### config.mk
export PLATFORM = sky130hd
export DESIGN_NAME = pixel_shifter_palette
export DESIGN_NICKNAME = d
export VERILOG_FILES = /design/src/rtl/ga_pkg.sv /design/src/rtl/palette_regs.sv /design/src/rtl/pixel_shifter_palette.sv
export SDC_FILE = /design/constraint.sdc
export NUM_CORES = 1
export LEC_CHECK = 0
export CORE_MARGIN = 2
export CORE_UTILIZATION = 45
export DETAILED_ROUTE_END_ITERATION = 6
export DONT_BUFFER_PORTS = 1
export PLACE_DENSITY_LB_ADDON = 0.1
export SETUP_SLACK_MARGIN = 0.1
export SLEW_MARGIN = 15
export SYNTH_ARGS = -nofsm -noshare
export SYNTH_HDL_FRONTEND = slang
export SYNTH_SLANG_ARGS = --single-unit
### constraint.sdc
create_clock -name CLK_n -period 3.5 [get_ports CLK_n]
set_input_delay 0.525 -clock CLK_n [delete_from_list [all_inputs] [get_ports CLK_n]]
set_output_delay 0.525 -clock CLK_n [all_outputs]
set_load 0.05 [all_outputs]
### src/rtl/ga_pkg.sv
// ga_pkg: shared mode, register-select and palette constants for the gate-array pixel path
package ga_pkg;
    typedef enum logic [1:0] {MODE0, MODE1, MODE2, MODE3} mode_t;
    typedef enum logic [1:0] {REG_PEN = 2'b00, REG_INK = 2'b01, REG_MODE = 2'b10} reg_sel_t;
    localparam logic [4:0] BORDER_PEN = 5'd16;
    localparam logic [4:0] RESET_INK = 5'h14;
endpackage

### src/rtl/palette_regs.sv
// palette_regs: 17x5 ink register file, one write port and one combinational read port
module palette_regs
    import ga_pkg::*;
#(
    parameter logic [4:0] INIT = RESET_INK
) (
    input  logic       clk,
    input  logic       rst_n,
    input  logic       we,
    input  logic [4:0] wr_addr,
    input  logic [4:0] wr_data,
    input  logic [4:0] rd_addr,
    output logic [4:0] rd_data
);
    logic [4:0] mem [0:16];
    always_ff @(posedge clk or negedge rst_n)
        if (!rst_n)
            for (int i = 0; i < 17; i++) mem[i] <= INIT;
        else if (we)
            mem[wr_addr] <= wr_data;
    assign rd_data = mem[rd_addr];
endmodule

### src/rtl/pixel_shifter_palette.sv
// pixel_shifter_palette: serialises display bytes into pens and resolves them through the ink palette.
// Define GA_MODE3_EN to decode mode 3 as a 2-bit mode; otherwise mode 3 behaves as mode 0.
module pixel_shifter_palette
    import ga_pkg::*;
#(
    parameter logic [4:0] RESET_INK = ga_pkg::RESET_INK
) (
    input  logic       CLK_n,
    input  logic       RESET_n,
    input  logic       LOAD,
    input  logic [7:0] VDATA,
    input  logic       DISPEN,
    input  logic       HSYNC,
    input  logic       REG_WE,
    input  logic [7:0] REG_DATA,
    output logic [4:0] COLOUR,
    output logic [1:0] MODE
);
    mode_t      pend_q, mode_q;
    reg_sel_t   sel;
    logic [4:0] pen_sel_q, ink, rd_addr;
    logic [7:0] sr_q;
    logic [1:0] phase_q;
    logic [3:0] pen;
    logic       disp_q, hsync_q, shift, two_bit, unused_bit;

    assign sel        = reg_sel_t'(REG_DATA[7:6]);
    assign unused_bit = REG_DATA[5];
    assign MODE       = mode_q;
`ifdef GA_MODE3_EN
    assign two_bit = mode_q == MODE1 || mode_q == MODE3;
`else
    assign two_bit = mode_q == MODE1;
`endif
    // shift on the last phase of each pixel so the next lookup sees the new pixel
    assign shift   = mode_q == MODE2 ? 1'b1 : mode_q == MODE1 ? phase_q[0] : &phase_q;
    assign pen     = mode_q == MODE2 ? {3'b000, sr_q[7]}
                   : two_bit         ? {2'b00, sr_q[3], sr_q[7]}
                   :                   {sr_q[1], sr_q[5], sr_q[3], sr_q[7]};
    assign rd_addr = disp_q ? {1'b0, pen} : BORDER_PEN;

    palette_regs #(.INIT(RESET_INK)) u_palette (
        .clk    (CLK_n),
        .rst_n  (RESET_n),
        .we     (REG_WE && sel == REG_INK),
        .wr_addr(pen_sel_q),
        .wr_data(REG_DATA[4:0]),
        .rd_addr(rd_addr),
        .rd_data(ink)
    );

    always_ff @(posedge CLK_n or negedge RESET_n)
        if (!RESET_n) begin
            pen_sel_q <= '0;
            pend_q    <= MODE0;
            mode_q    <= MODE0;
            hsync_q   <= 1'b0;
            sr_q      <= '0;
            disp_q    <= 1'b0;
            phase_q   <= '0;
            COLOUR    <= RESET_INK;
        end else begin
            hsync_q <= HSYNC;
            if (HSYNC && !hsync_q) mode_q <= pend_q;
            if (REG_WE && sel == REG_PEN) pen_sel_q <= REG_DATA[4] ? BORDER_PEN : {1'b0, REG_DATA[3:0]};
            if (REG_WE && sel == REG_MODE) pend_q <= mode_t'(REG_DATA[1:0]);
            if (LOAD) begin
                sr_q    <= VDATA;
                disp_q  <= DISPEN;
                phase_q <= '0;
            end else begin
                phase_q <= phase_q + 2'd1;
                if (shift) sr_q <= {sr_q[6:0], 1'b0};
            end
            COLOUR <= ink;
        end
endmodule

* Word-level counts from Yosys, hierarchy flattened *
Index checks and enable logic that the tools add are counted.

storage, ports and cells
  flip-flop bits (word level) = 111
  input port bits = 22
  output and inout bits = 7
  logic and storage cells = 59

operators by class
  $add $sub $neg = 1
  order comparisons = 3
  eq/ne operators = 4
  multiplexer cells = 15
  bitwise logic cells = 2
  reductions and logical operators = 9

operators with widths
  operator                                                                number
  85-bit bitwise mux                                                      1
  5-bit binary-select mux with 5-bit select                               1
  5-bit demux with 5-bit select                                           1
  5-bit 2-to-1 mux                                                        5
  8-bit 2-to-1 mux                                                        2
  6-bit >= comparator (second input constant)                             2
  5-bit NOT with 6-bit output                                             2
  4-bit 2-to-1 mux                                                        2
  6-bit by 1-bit < comparator with 1-bit output (second input constant)   1
  1-bit logical AND                                                       5
  2-bit by 1-bit equality test with 1-bit output (second input constant)  2
  2-bit equality test (second input constant)                             2
  2-bit by 1-bit adder with 2-bit output (second input constant)          1
  2-bit zero test                                                         1
  1-bit 2-to-1 mux                                                        2
  2-bit 2-to-1 mux                                                        1
  2-bit AND reduction                                                     1
  2-bit nonzero test                                                      1
  1-bit zero test                                                         1

* Logic depth before layout (Yosys ltp) *
  depth in word-level cells = 8
  mapped depth = 8
  depth with buffers taken out = 5

* Cells and area by module *
A second synthesis with hierarchy kept.

second synthesis, totals
  cells, all modules = 354
  area, all modules = 5165.0 sq um

by module, submodules not included
  module                 times used  cells an instance  area an instance (sq um)  seq. area each (sq um)
  palette_regs           1           264                4070.2                    2169.6
  pixel_shifter_palette  1           90                 1094.8                    653.1

* Least setup slack after synthesis *
OpenSTA, ideal clock, no wires.

  path type = input-to-reg
  start point = input REG_DATA[7]
  end point = register u_palette.mem[3] (netlist bit)
  library setup time = 0.125 ns
  arrival time = 1.852 ns
  required time = 3.375 ns
  slack = 1.523 ns
  cell stages on the path = 5
  buffers on the path = 1
  path through = nand3b_4 or3_1 buf_6 nor4b_4 mux2_4

on the way
  cells in the longest elaborated chain, start to end = 2

ends and longest elaborated chain
  item                                            RTL line                     source
  from (decl)                                     pixel_shifter_palette.sv:15  input logic [7:0] REG_DATA,
  2-bit by 1-bit equality test with 1-bit output  pixel_shifter_palette.sv:45  .we (REG_WE && sel == REG_INK),
  1-bit logical AND                               pixel_shifter_palette.sv:45
  to (signal, indexed assignment)                 palette_regs.sv:20           mem[wr_addr] <= wr_data;
  to (decl)                                       palette_regs.sv:15           logic [4:0] mem [0:16];

Every way passes these cells.
A chain may end at the register's enable or synchronous reset.

* Worst setup path in the final report *
  start point = register mode_q[0], in the netlist MODE[0]
  end point = register COLOUR[1]

on the way
  cells in the longest elaborated chain, start to end = 8
  elaborated cells between the ends (all ways) = 9
  classes of those cells = eq/ne (2); mux (6); bitwise (1)

ends and longest elaborated chain
  item                                                      RTL line                     source
  from (decl)                                               pixel_shifter_palette.sv:19  mode_t pend_q, mode_q;
  from (signal assigned)                                    pixel_shifter_palette.sv:64  if (HSYNC && !hsync_q) mode_q <= pend_q;
  2-bit by 1-bit equality test with 1-bit output            pixel_shifter_palette.sv:33  assign two_bit = mode_q == MODE1;
  4-bit 2-to-1 mux                                          pixel_shifter_palette.sv:38  : two_bit ? {2'b00, sr_q[3], sr_q[7]}
  4-bit 2-to-1 mux (*)                                      pixel_shifter_palette.sv:37  assign pen = mode_q == MODE2 ? {3'b000, sr_q[7]}
  5-bit 2-to-1 mux (*)                                      pixel_shifter_palette.sv:40  assign rd_addr = disp_q ? {1'b0, pen} : BORDER_PEN;
  5-bit NOT with 6-bit output (implied by the code) (*)     palette_regs.sv:21           assign rd_data = mem[rd_addr];
  5-bit binary-select mux with 5-bit select (*)             palette_regs.sv:21
  5-bit 2-to-1 mux (implied by the code) (*) (2 in series)  palette_regs.sv:21
  net ink[1]                                                pixel_shifter_palette.sv:21  logic [4:0] pen_sel_q, ink, rd_addr;
  to (signal assigned)                                      pixel_shifter_palette.sv:75  COLOUR <= ink;
  to (decl)                                                 pixel_shifter_palette.sv:16  output logic [4:0] COLOUR,

Mark *: on every way through the listed nets, which the timed path passes. The rest lies on a longest branch. The select of a mux whose other input is x is not followed.

==> summary.md <==
| Metric | Value |
|---|---|
| Clock buffer depth | `2` |
| Critical path type | `flop to flop` |
| CP required | `roughly 3.8 ns` |
| First-pass GRT wire length | `19000 um` |
| Outcome | `finished, final reports clean` |
| Post-synthesis cell type count | `between 40 and 50` |
| Routed Antenna Nets | `0` |
| Post-Route Setup TNS | `0 ns` |
| Initial Utilization | `a little under half` |
| Avg Inst Size Synth | `approximately 13 um2` |
| Synth top area share | `35.8%` |
| CP Data Arrival Time | `between 2 and 3 ns` |
| CTS-repair resized insts | `0` |
| Vias | `between 3000 and 4000` |
| Critical path capture point type | `flop` |
| Fill cells | `1053` |
| Area delta synth->final | `7.41%` |
| GRT overflow | `0` |
| Leading area contributor after synthesis | `dfrtp_1` |
| RSZ-0062 raised after global routing | `no` |
| # IOs | `29` |
| DIE AREA | `between 0.01 and 0.015 mm2` |
| Setup-failing EPs final | `0` |
| First-pass detailed-route iteration total | `4` |
| Htree depth | `3` |
| VDD IR max | `between 0.0004 and 0.0005 V` |
| Worst-margin pin slew | `0.649 ns` |
| Post-synth EDFFs | `0` |
| Final core utilization | `49.5%` |
| Hold buffer count at CTS | `1` |
| Slew Viols, Final | `0` |
| # diodes | `0` |
| Vias in the first global route | `approximately 3300` |
| WL per Instance | `about 21 um` |
| Fmax | `between 400 and 500 MHz` |
| Postcts setup bufs | `0` |
| Clock-pin slew on the worst setup and hold paths | `around 0.07 ns` |
| Slew headroom | `56.7%` |
| Mapped Area | `roughly 0.0052 mm2` |
| DRC Markers | `0` |
| Final nets | `approximately 410` |
| PortBufs | `0` |
| CTS tree | `built` |
| Critical path launch point type | `flop` |
| Max-Cap Viols | `0` |
| Commonest cells in the netlist | `88 x mux2_2, 75 x dfrtp_1, 36 x dfstp_2` |
| Top-count cell post-synth | `mux2_2` |
| Mapped Cells | `~400` |
| Register bit count reported by yosys | `around 110` |
| Final Cycle Share | `between 70% and 80%` |
| Clock Sinks | `between 100 and 150` |
| Synth top area cells | `dfrtp_1 36%, mux2_2 19%, dfstp_2 18%, mux2i_1 5.5%, mux4_2 4.3%` |
| Power per cell area | `between 600 and 700 mW/mm2` |
| Clock latency on the worst-skew pair | `roughly 0.35 ns` |
| Hold Fails Final Rpt | `0` |
| Root Buffer Master | `clkbuf_16` |
| Final Skew | `between 0.006 and 0.007 ns` |
| Gp weighted congestion | `roughly 0.81` |
| Synth Flop Type | `dfrtp_1` |
| TritonCTS Buffers | `9` |
| Minimum clock period | `roughly 2.5 ns` |
| Die Height | `approximately 110 um` |
| Largest fanout on the critical path | `7` |
| Total Routing Usage GR | `about a fifth` |
| WL final | `between 10000 and 15000 um` |
| HP Class | `input pin to asynchronous set/reset pin` |
| DR vias/cell | `between 5 and 6` |
| Syn Nets | `between 400 and 500` |
| Post-synth ARST share | `100%` |
| Share of layout cells above drive strength 1 | `about two fifths` |
| Initial drt markers | `between 100 and 150` |
| Synth warn | `0` |
| Initial antenna violation count | `0` |
| Largest net degree at the start of global routing | `76` |
| CORE AREA | `approximately 0.011 mm2` |
| Die width | `112 um` |
| FP Rows | `39` |
| Leakage power | `between 2 and 3 nW` |
| Hpwl dp | `~7500 um` |
| Sequential area share after synthesis | `between 50% and 60%` |
[final timing paths]
kind	start	to	slack, ns	cells past startpoint
setup / recovery	MODE[0]$_DFFE_PN0P_	COLOUR[1]$_DFF_PN0_	1.05	5
hold / removal	RESET_n	u_palette.mem[79]$_DFFE_PN1P_	0.02	0
setup reg to reg	MODE[0]$_DFFE_PN0P_	COLOUR[1]$_DFF_PN0_	1.05	5
hold reg to reg	phase_q[0]$_DFF_PN0_	phase_q[0]$_DFF_PN0_	0.46	1
max in group asynchronous	RESET_n	u_palette.mem[16]$_DFFE_PN0P_	3.12	1
min in group CLK_n	HSYNC	hsync_q$_DFF_PN0_	0.20	0
[critical path: stages (launching register included)]
cell and delay [ns]:
dfrtp_1 0.76, nor2b_1 0.25, nor2_1 0.48, mux4_2 0.58, o22ai_1 0.14, o21bai_1 0.15
[final cells by class]
cell class / instances / area, um2 / area share, %
timing repair buffer: 3 / 42.5 / 0.756
multi-input combinational: 261 / 2280 / 40.5
inverter: 5 / 18.8 / 0.334
clock buffer: 16 / 282 / 5.01
sequential: 111 / 2820 / 50.2
tap: 143 / 179 / 3.18
[cell usage in the layout (no fill, tap or decap), types with 4 or more instances in the layout]
cell and n:
mux2_2 88, dfrtp_1 75, dfstp_2 36, nand2_1 31
mux2i_1 29, o21ai_0 23, nor2_1 14, mux4_2 10
clkbuf_16 9, nand2b_1 7, nand3_1 7, inv_1 5
and2_1 4, nor2b_1 4, and3_1 4, a211oi_1 4
nand4_1 4, clkbuf_1 4
[cell families (layout without fill, tap and decap cells)]
group	count (synthesis)	count (layout)	share of synthesized area, %
and+or+nand+nor	92	92	9.68
muxes	128	128	29.1
buffers and inverters	31	24	2.56
xor gates and xnor gates	1	1	0.167
DFF	111	111	53.9
adders and majority gates	1	1	0.239
AOI/OAI and AO/OA	39	39	4.40
[sequential cells by signal, indices dropped and copies added, names as in the netlist]
name and cells:
COLOUR 5, MODE 2, disp_q 1, hsync_q 1, pen_sel_q 5, pend_q 2, phase_q 2, sr_q 8
u_palette.mem 85
[per-layer routing]
layer	up-vias	global-route usage, %	part of all wire, %	wire [um]
li1	1419	-	-	-
met1	1574	28.0	48	5490
met2	48	31.2	46	5250
met3	15	3.59	3.3	380
met4	0	7.41	2.0	223
met5	-	0	0	0
[stage by stage]
| stage | instances | cell area, um2 | power, mW | hold slack, ns | setup slack, ns |
|---|---|---|---|---|---|
| after CTS | 539 | 5620 | 3.45 | 0.00859 | 1.04 |
| after detailed placement | 522 | 5320 | 2.44 | 0.232 | 1.05 |
| after floorplan | 403 | 5240 | 2.30 | 0.229 | 1.52 |
| final | 539 | 5620 | 3.41 | 0.0203 | 1.05 |
| after global routing | 539 | 5620 | 3.60 | 0.000544 | 0.897 |
| after global placement | 522 | 5320 | 2.42 | 0.232 | 1.11 |
[where the power goes]
part | leakage (nW) | internal [mW] | switching [mW] | total [mW]
combinational | 1.01 | 0.320 | 0.304 | 0.624
sequential | 1.36 | 1.55 | 0.261 | 1.81
clock | 0.137 | 0.543 | 0.438 | 0.981
total | 2.50 | 2.41 | 1.00 | 3.41
(Power assumes the default switching activity.)
